===== src/rtl/alu_datapath_pipe.sv =====
// ---------------------------------------------------------------------------
// alu_datapath_pipe
//
// Purpose:
//   Register file, operand mux and 8-operation ALU followed by a registered
//   EX->WB stage. Instructions arrive over a valid/ready handshake. The ALU
//   result and equality flag are registered and appear one cycle after
//   accept. The architectural register write commits one cycle after that.
//
// Configuration macro:
//   ALU_DATAPATH_FWD_EN - when defined, an operand that depends on the
//   pending writeback takes wb_data directly (bypass), and in_ready stays
//   high outside reset. When undefined, such a dependency holds in_ready
//   low for one cycle while the writeback commits. The upstream stage keeps
//   the instruction, and it is accepted on the next cycle with the
//   committed value.
//
// Ports:
//   clk       in   1     clock, rising edge
//   rst       in   1     synchronous active-high reset
//   in_valid  in   1     instruction present this cycle
//   in_ready  out  1     datapath can accept an instruction
//   AD1       in   AW    rs1 read address
//   AD2       in   AW    rs2 read address
//   AD3       in   AW    rd write address
//   WE3       in   1     register write enable
//   ALUSrc    in   1     1: operand B = ImmOp, 0: operand B = rs2 value
//   ALUCtrl   in   3     0 add,1 sub,2 and,3 or,4 xor,5 slt,6 sll,7 srl
//   ImmOp     in   XLEN  sign-extended immediate
//   out_valid out  1     result/EQ valid
//   result    out  XLEN  registered ALU result
//   EQ        out  1     registered (opA == opB)
//   a0        out  XLEN  committed contents of register A0_IDX
// ---------------------------------------------------------------------------
module alu_datapath_pipe #(
   parameter int  XLEN   = 32,
   parameter int  NREGS  = 32,
   parameter int  A0_IDX = 10,
   localparam int AW     = $clog2(NREGS)
) (
   input  logic            clk,
   input  logic            rst,
   input  logic            in_valid,
   output logic            in_ready,
   input  logic [AW-1:0]   AD1,
   input  logic [AW-1:0]   AD2,
   input  logic [AW-1:0]   AD3,
   input  logic            WE3,
   input  logic            ALUSrc,
   input  logic [2:0]      ALUCtrl,
   input  logic [XLEN-1:0] ImmOp,
   output logic            out_valid,
   output logic [XLEN-1:0] result,
   output logic            EQ,
   output logic [XLEN-1:0] a0
);

   localparam int SHW = $clog2(XLEN);

   // ALU operation. slt is signed. Shifts use the low SHW bits of operand B.
   function automatic logic [XLEN-1:0] alu_f(input logic [2:0]      ctrl,
                                             input logic [XLEN-1:0] a,
                                             input logic [XLEN-1:0] b);
      logic [SHW-1:0] sh;
      sh = b[SHW-1:0];
      case (ctrl)
         3'd0:    alu_f = a + b;
         3'd1:    alu_f = a - b;
         3'd2:    alu_f = a & b;
         3'd3:    alu_f = a | b;
         3'd4:    alu_f = a ^ b;
         3'd5:    alu_f = {{(XLEN-1){1'b0}}, ($signed(a) < $signed(b))};
         3'd6:    alu_f = a << sh;
         3'd7:    alu_f = a >> sh;
         default: alu_f = '0;
      endcase
   endfunction

   logic [XLEN-1:0] regs_r [NREGS];
   logic            wb_valid_r;
   logic            wb_we_r;
   logic [AW-1:0]   wb_rd_r;
   logic [XLEN-1:0] wb_data_r;
   logic [XLEN-1:0] result_r;
   logic            eq_r;
   logic            out_valid_r;

   logic            wb_commit_s;
   logic            hz1_s;
   logic            hz2_s;
   logic            stall_s;
   logic            in_ready_s;
   logic            accept_s;
   logic [XLEN-1:0] rf_rd1_s;
   logic [XLEN-1:0] rf_rd2_s;
   logic [XLEN-1:0] rs1_val_s;
   logic [XLEN-1:0] rs2_val_s;
   logic [XLEN-1:0] op_a_s;
   logic [XLEN-1:0] op_b_s;
   logic [XLEN-1:0] alu_res_s;

   // A pending writeback to x0 never commits, so it never causes a hazard.
   assign wb_commit_s = wb_valid_r & wb_we_r & (wb_rd_r != '0);
   assign hz1_s       = wb_commit_s & (AD1 == wb_rd_r);
   assign hz2_s       = wb_commit_s & ~ALUSrc & (AD2 == wb_rd_r);

   // Register file read ports with x0 hard-wired to zero.
   always_comb begin
      rf_rd1_s = '0;
      rf_rd2_s = '0;
      if (AD1 == '0) begin
         rf_rd1_s = '0;
      end else begin
         rf_rd1_s = regs_r[AD1];
      end
      if (AD2 == '0) begin
         rf_rd2_s = '0;
      end else begin
         rf_rd2_s = regs_r[AD2];
      end
   end

   // Hazard resolution: bypass from WB, or stall until WB commits.
   always_comb begin
      rs1_val_s = rf_rd1_s;
      rs2_val_s = rf_rd2_s;
      stall_s   = 1'b0;
`ifdef ALU_DATAPATH_FWD_EN
      if (hz1_s) begin
         rs1_val_s = wb_data_r;
      end else begin
         rs1_val_s = rf_rd1_s;
      end
      if (hz2_s) begin
         rs2_val_s = wb_data_r;
      end else begin
         rs2_val_s = rf_rd2_s;
      end
`else
      stall_s = hz1_s | hz2_s;
`endif
   end

   // Operand B selection and ALU evaluation.
   always_comb begin
      op_a_s = rs1_val_s;
      if (ALUSrc) begin
         op_b_s = ImmOp;
      end else begin
         op_b_s = rs2_val_s;
      end
      alu_res_s = alu_f(ALUCtrl, op_a_s, op_b_s);
   end

   assign in_ready_s = ~rst & ~stall_s;
   assign accept_s   = in_valid & in_ready_s;

   // Architectural register file. Reset also drops any pending writeback.
   always_ff @(posedge clk) begin
      if (rst) begin
         for (int i = 0; i < NREGS; i++) begin
            regs_r[i] <= '0;
         end
      end else if (wb_commit_s) begin
         regs_r[wb_rd_r] <= wb_data_r;
      end
   end

   // EX->WB pipeline register and registered outputs. Bubbles keep result/EQ.
   always_ff @(posedge clk) begin
      if (rst) begin
         wb_valid_r  <= 1'b0;
         wb_we_r     <= 1'b0;
         wb_rd_r     <= '0;
         wb_data_r   <= '0;
         result_r    <= '0;
         eq_r        <= 1'b0;
         out_valid_r <= 1'b0;
      end else if (accept_s) begin
         wb_valid_r  <= 1'b1;
         wb_we_r     <= WE3;
         wb_rd_r     <= AD3;
         wb_data_r   <= alu_res_s;
         result_r    <= alu_res_s;
         eq_r        <= (op_a_s == op_b_s);
         out_valid_r <= 1'b1;
      end else begin
         wb_valid_r  <= 1'b0;
         out_valid_r <= 1'b0;
      end
   end

   assign in_ready  = in_ready_s;
   assign out_valid = out_valid_r;
   assign result    = result_r;
   assign EQ        = eq_r;
   assign a0        = regs_r[A0_IDX];

endmodule


===== config.mk =====
export PLATFORM = sky130hd
export DESIGN_NAME = alu_datapath_pipe
export DESIGN_NICKNAME = d
export VERILOG_FILES = /design/src/rtl/alu_datapath_pipe.sv
export SDC_FILE = /design/constraint.sdc
export NUM_CORES = 2
export LEC_CHECK = 0
export CORE_AREA = 2 2 449 451
export DETAILED_ROUTE_END_ITERATION = 16
export DIE_AREA = 0 0 451 453
export DONT_BUFFER_PORTS = 1
export GPL_TIMING_DRIVEN = 0
export PLACE_DENSITY = 0.48
export SETUP_SLACK_MARGIN = 0.05
export SLEW_MARGIN = 20
export SYNTH_ARGS = -nofsm -noshare
export SYNTH_HDL_FRONTEND = slang
export SYNTH_SLANG_ARGS = --single-unit

===== constraint.sdc =====
create_clock -name clk -period 13.1 [get_ports clk]
set_input_delay 1.31 -clock clk [delete_from_list [all_inputs] [get_ports clk]]
set_output_delay 1.31 -clock clk [all_outputs]
set_load 0.005 [all_outputs]

==> impl_metrics.env <==
export IMPL_hold_buffers=0
export IMPL_grt_max_degree=28
export IMPL_rrSetupSlack_ps=5050
export IMPL_clock_sinks=1064
export IMPL_dr_pass1_iters=8
export IMPL_rsz0062_at_grt="no"
export IMPL_skew_ps=72.7
export IMPL_setup_violations=0
export IMPL_synth_edff_count=1024
export IMPL_htree_levels=3
export IMPL_postPlaceCellArea_um2=71700
export IMPL_grt_pass1_wl_mm=492
export IMPL_gr_usage_all_layers=0.363
export IMPL_portBuffers=0
export IMPL_whs_ps=565
export IMPL_maxSlewViolCount=0
export IMPL_place_congestion=1.07
export IMPL_syn_area_um2=65600
export IMPL_synth_ff_type="edfxtp_1"
export IMPL_grt_overflow=0
export IMPL_synthDistinctLibCells=118
export IMPL_routed_via_density=6.49
export IMPL_min_period_ps=10470
export IMPL_synth_seq_area_share=0.481
export IMPL_drt_wirelength_per_cell_um=45.3
export IMPL_synthCells=5386
export IMPL_rows=164
export IMPL_synth_seq_cells=1064
export IMPL_area_delta_synth_final_pct=15.2
export IMPL_n_fill_cell=19302
export IMPL_final_antenna_net_count=0
export IMPL_critical_path_required_ps=13730
export IMPL_stdcell_count=8410
export IMPL_antenna_found_initial=42
export IMPL_post_dp_hpwl_mm=284
export IMPL_hold_path_class="flop to flop"
export IMPL_max_freq_mhz=95.5
export IMPL_clk_latency_ps=840
export IMPL_crit_type="primary input to flop"
export IMPL_p_leak_nw=27.5
export IMPL_max_slew_margin=0.0824
export IMPL_hold_viol=0
export IMPL_endpoint_kind="flop"
export IMPL_maxCapViolCount=0
export IMPL_arrival_ps=11100
export IMPL_die_area_um2=204000
export IMPL_ir_drop_mv=0.104
export IMPL_regArea_um2=31600
export IMPL_crit_path_start_kind="primary input"
export IMPL_drt_wl_total_mm=381
export IMPL_die_width_um=451
export IMPL_finalInstanceArea_um2=75500
export IMPL_clockBufferDepth=3
export IMPL_root_buffer="clkbuf_16"
export IMPL_period_share=0.799
export IMPL_multi_input_comb_area_um2=31500
export IMPL_cts_setup_buffers=0
export IMPL_io_pins=122
export IMPL_drive_gt1_frac=0.180
export IMPL_die_h_um=453
export IMPL_yosys_warnings=0
export IMPL_grt_pass1_vias=51159
export IMPL_placed_cells=8160
export IMPL_finalNetCount=5781
export IMPL_cts_resized=0
export IMPL_powerDensity_nw_per_um2=128
export IMPL_worstMarginPinSlew_ps=1380
export IMPL_drcViolationCount=0
export IMPL_vias=54567
export IMPL_syn_area_per_cell_um2=12.2
export IMPL_outcome="completed"
export IMPL_cts_tree="built"
export IMPL_drtIter0Drc=9718
export IMPL_start_util=0.329
export IMPL_fin_setup_tns_ps=0
export IMPL_path_max_fanout=10
export IMPL_synthArstFlopShare=0
export IMPL_cts_buffers=121
export IMPL_clkSlewWorstSetupHoldPaths_ps=70
export IMPL_core_area_um2=199000
-- logic make-up (layout without fill, tap and decap cells) --
| group | count (synthesis) | after routing | share of synthesized area |
|---|---|---|---|
| xor+xnor | 49 | 49 | 0.00654 |
| flops | 1064 | 1064 | 0.481 |
| mux | 817 | 817 | 0.194 |
| other cells | 1 | 55 | 0.0000572 |
| fa+ha+maj | 99 | 99 | 0.0191 |
| simple gates | 1744 | 1744 | 0.147 |
| buf+inv | 654 | 968 | 0.0481 |
| compound gates | 958 | 958 | 0.104 |
-- registers in the layout, summed over array words and instances, names as in the netlist --
register	count
wb_valid_r	1
wb_data_r	32
wb_we_r	1
wb_rd_r	5
EQ	1
regs_r	1024
-- synthesized netlist by cell type (20+ instances only) --
| library cell | number | area, um^2 |
|---|---|---|
| inv_1 | 97 | 364 |
| ha_1 | 97 | 1210 |
| nor2_1 | 180 | 676 |
| nor3_1 | 160 | 801 |
| nor4_1 | 20 | 125 |
| xnor2_1 | 38 | 333 |
| a21oi_1 | 227 | 1140 |
| mux4_2 | 343 | 7720 |
| o221ai_1 | 125 | 1090 |
| nand3_1 | 70 | 350 |
| mux2_2 | 82 | 923 |
| a221oi_1 | 48 | 420 |
| nor3b_1 | 28 | 210 |
| mux2i_1 | 377 | 3770 |
| a21o_1 | 26 | 195 |
| buf_6 | 45 | 507 |
| o22ai_1 | 94 | 588 |
| clkbuf_1 | 347 | 1300 |
| dfxtp_1 | 40 | 801 |
| nand2_1 | 274 | 1030 |
| buf_4 | 21 | 158 |
| buf_2 | 81 | 405 |
| buf_1 | 36 | 135 |
| a211oi_1 | 25 | 188 |
| a22oi_1 | 30 | 225 |
| o21ai_0 | 134 | 671 |
| and2_1 | 907 | 5670 |
| edfxtp_1 | 1024 | 30700 |
-- through the flow --
| step | utilization | power (mW) | setup WS (ps) |
|---|---|---|---|
| floorplan | - | 5.14 | 6570 |
| global placement | 0.346 | 6.18 | 1570 |
| detailed placement | 0.360 | 6.24 | 2390 |
| CTS | 0.379 | 9.56 | 3200 |
| global route | 0.379 | 9.82 | 2830 |
| finish | 0.379 | 9.70 | 2630 |
-- per-layer routing --
| metal | part of all wire | global-route usage |
|---|---|---|
| met1 | 0.37 | 0.460 |
| met2 | 0.41 | 0.517 |
| met3 | 0.13 | 0.128 |
| met4 | 0.086 | 0.250 |
| met5 | 0.0011 | 0.00630 |
-- cell usage in the layout, fill, tap and decap left out, types with 99 or more instances in the layout --
master / synthesis / routed
a21oi_1: 227 / 227
o221ai_1: 125 / 125
nand2_1: 274 / 274
edfxtp_1: 1024 / 1024
mux2i_1: 377 / 377
nor3_1: 160 / 157
mux4_2: 343 / 343
and2_1: 907 / 907
nor2_1: 180 / 176
clkbuf_16: 0 / 121
clkbuf_1: 347 / 329
o21ai_0: 134 / 99
-- power breakdown --
group	internal, mW	switching, mW
logic	0.673	1.62
registers	3.85	0.152
clock network	1.83	1.58
total	6.35	3.36
-- final timing paths --
path | cells after the start | to | from
max reg2reg | 20 | wb_data_r[24] | regs_r[10][2]
min | 2 | EQ | EQ
min reg2reg | 2 | EQ | EQ
max | 22 | wb_data_r[24] | AD2[1]
-- final cells by class --
class	instances	share of cell area
Antenna cell	23	0.000762
Inverter	112	0.00570
Timing Repair Buffer	87	0.0281
Clock buffer	138	0.0409
Multi-Input combinational cell	3699	0.417
Tap cell	2656	0.0440
Buffer	542	0.0368
Sequential cell	1064	0.418
Clock inverter	89	0.00923
-- critical path, stage by stage --
cell and delay (ps):
buf_2 190, nand2b_1 210, clkbuf_1 960, clkbuf_1 950
clkbuf_1 970, o221ai_1 400, o22ai_1 270, nor3_1 70
o21ai_0 910, nand2_1 250, ha_1 340, buf_2 210
nor2b_1 70, o21ai_0 140, a21oi_1 140, o31ai_1 720
nand3_1 420, a2111oi_2 1000, xnor2_1 310, o221ai_1 210
a2111oi_0 820, a21oi_1 140
Power figures use the tool's default switching activity.
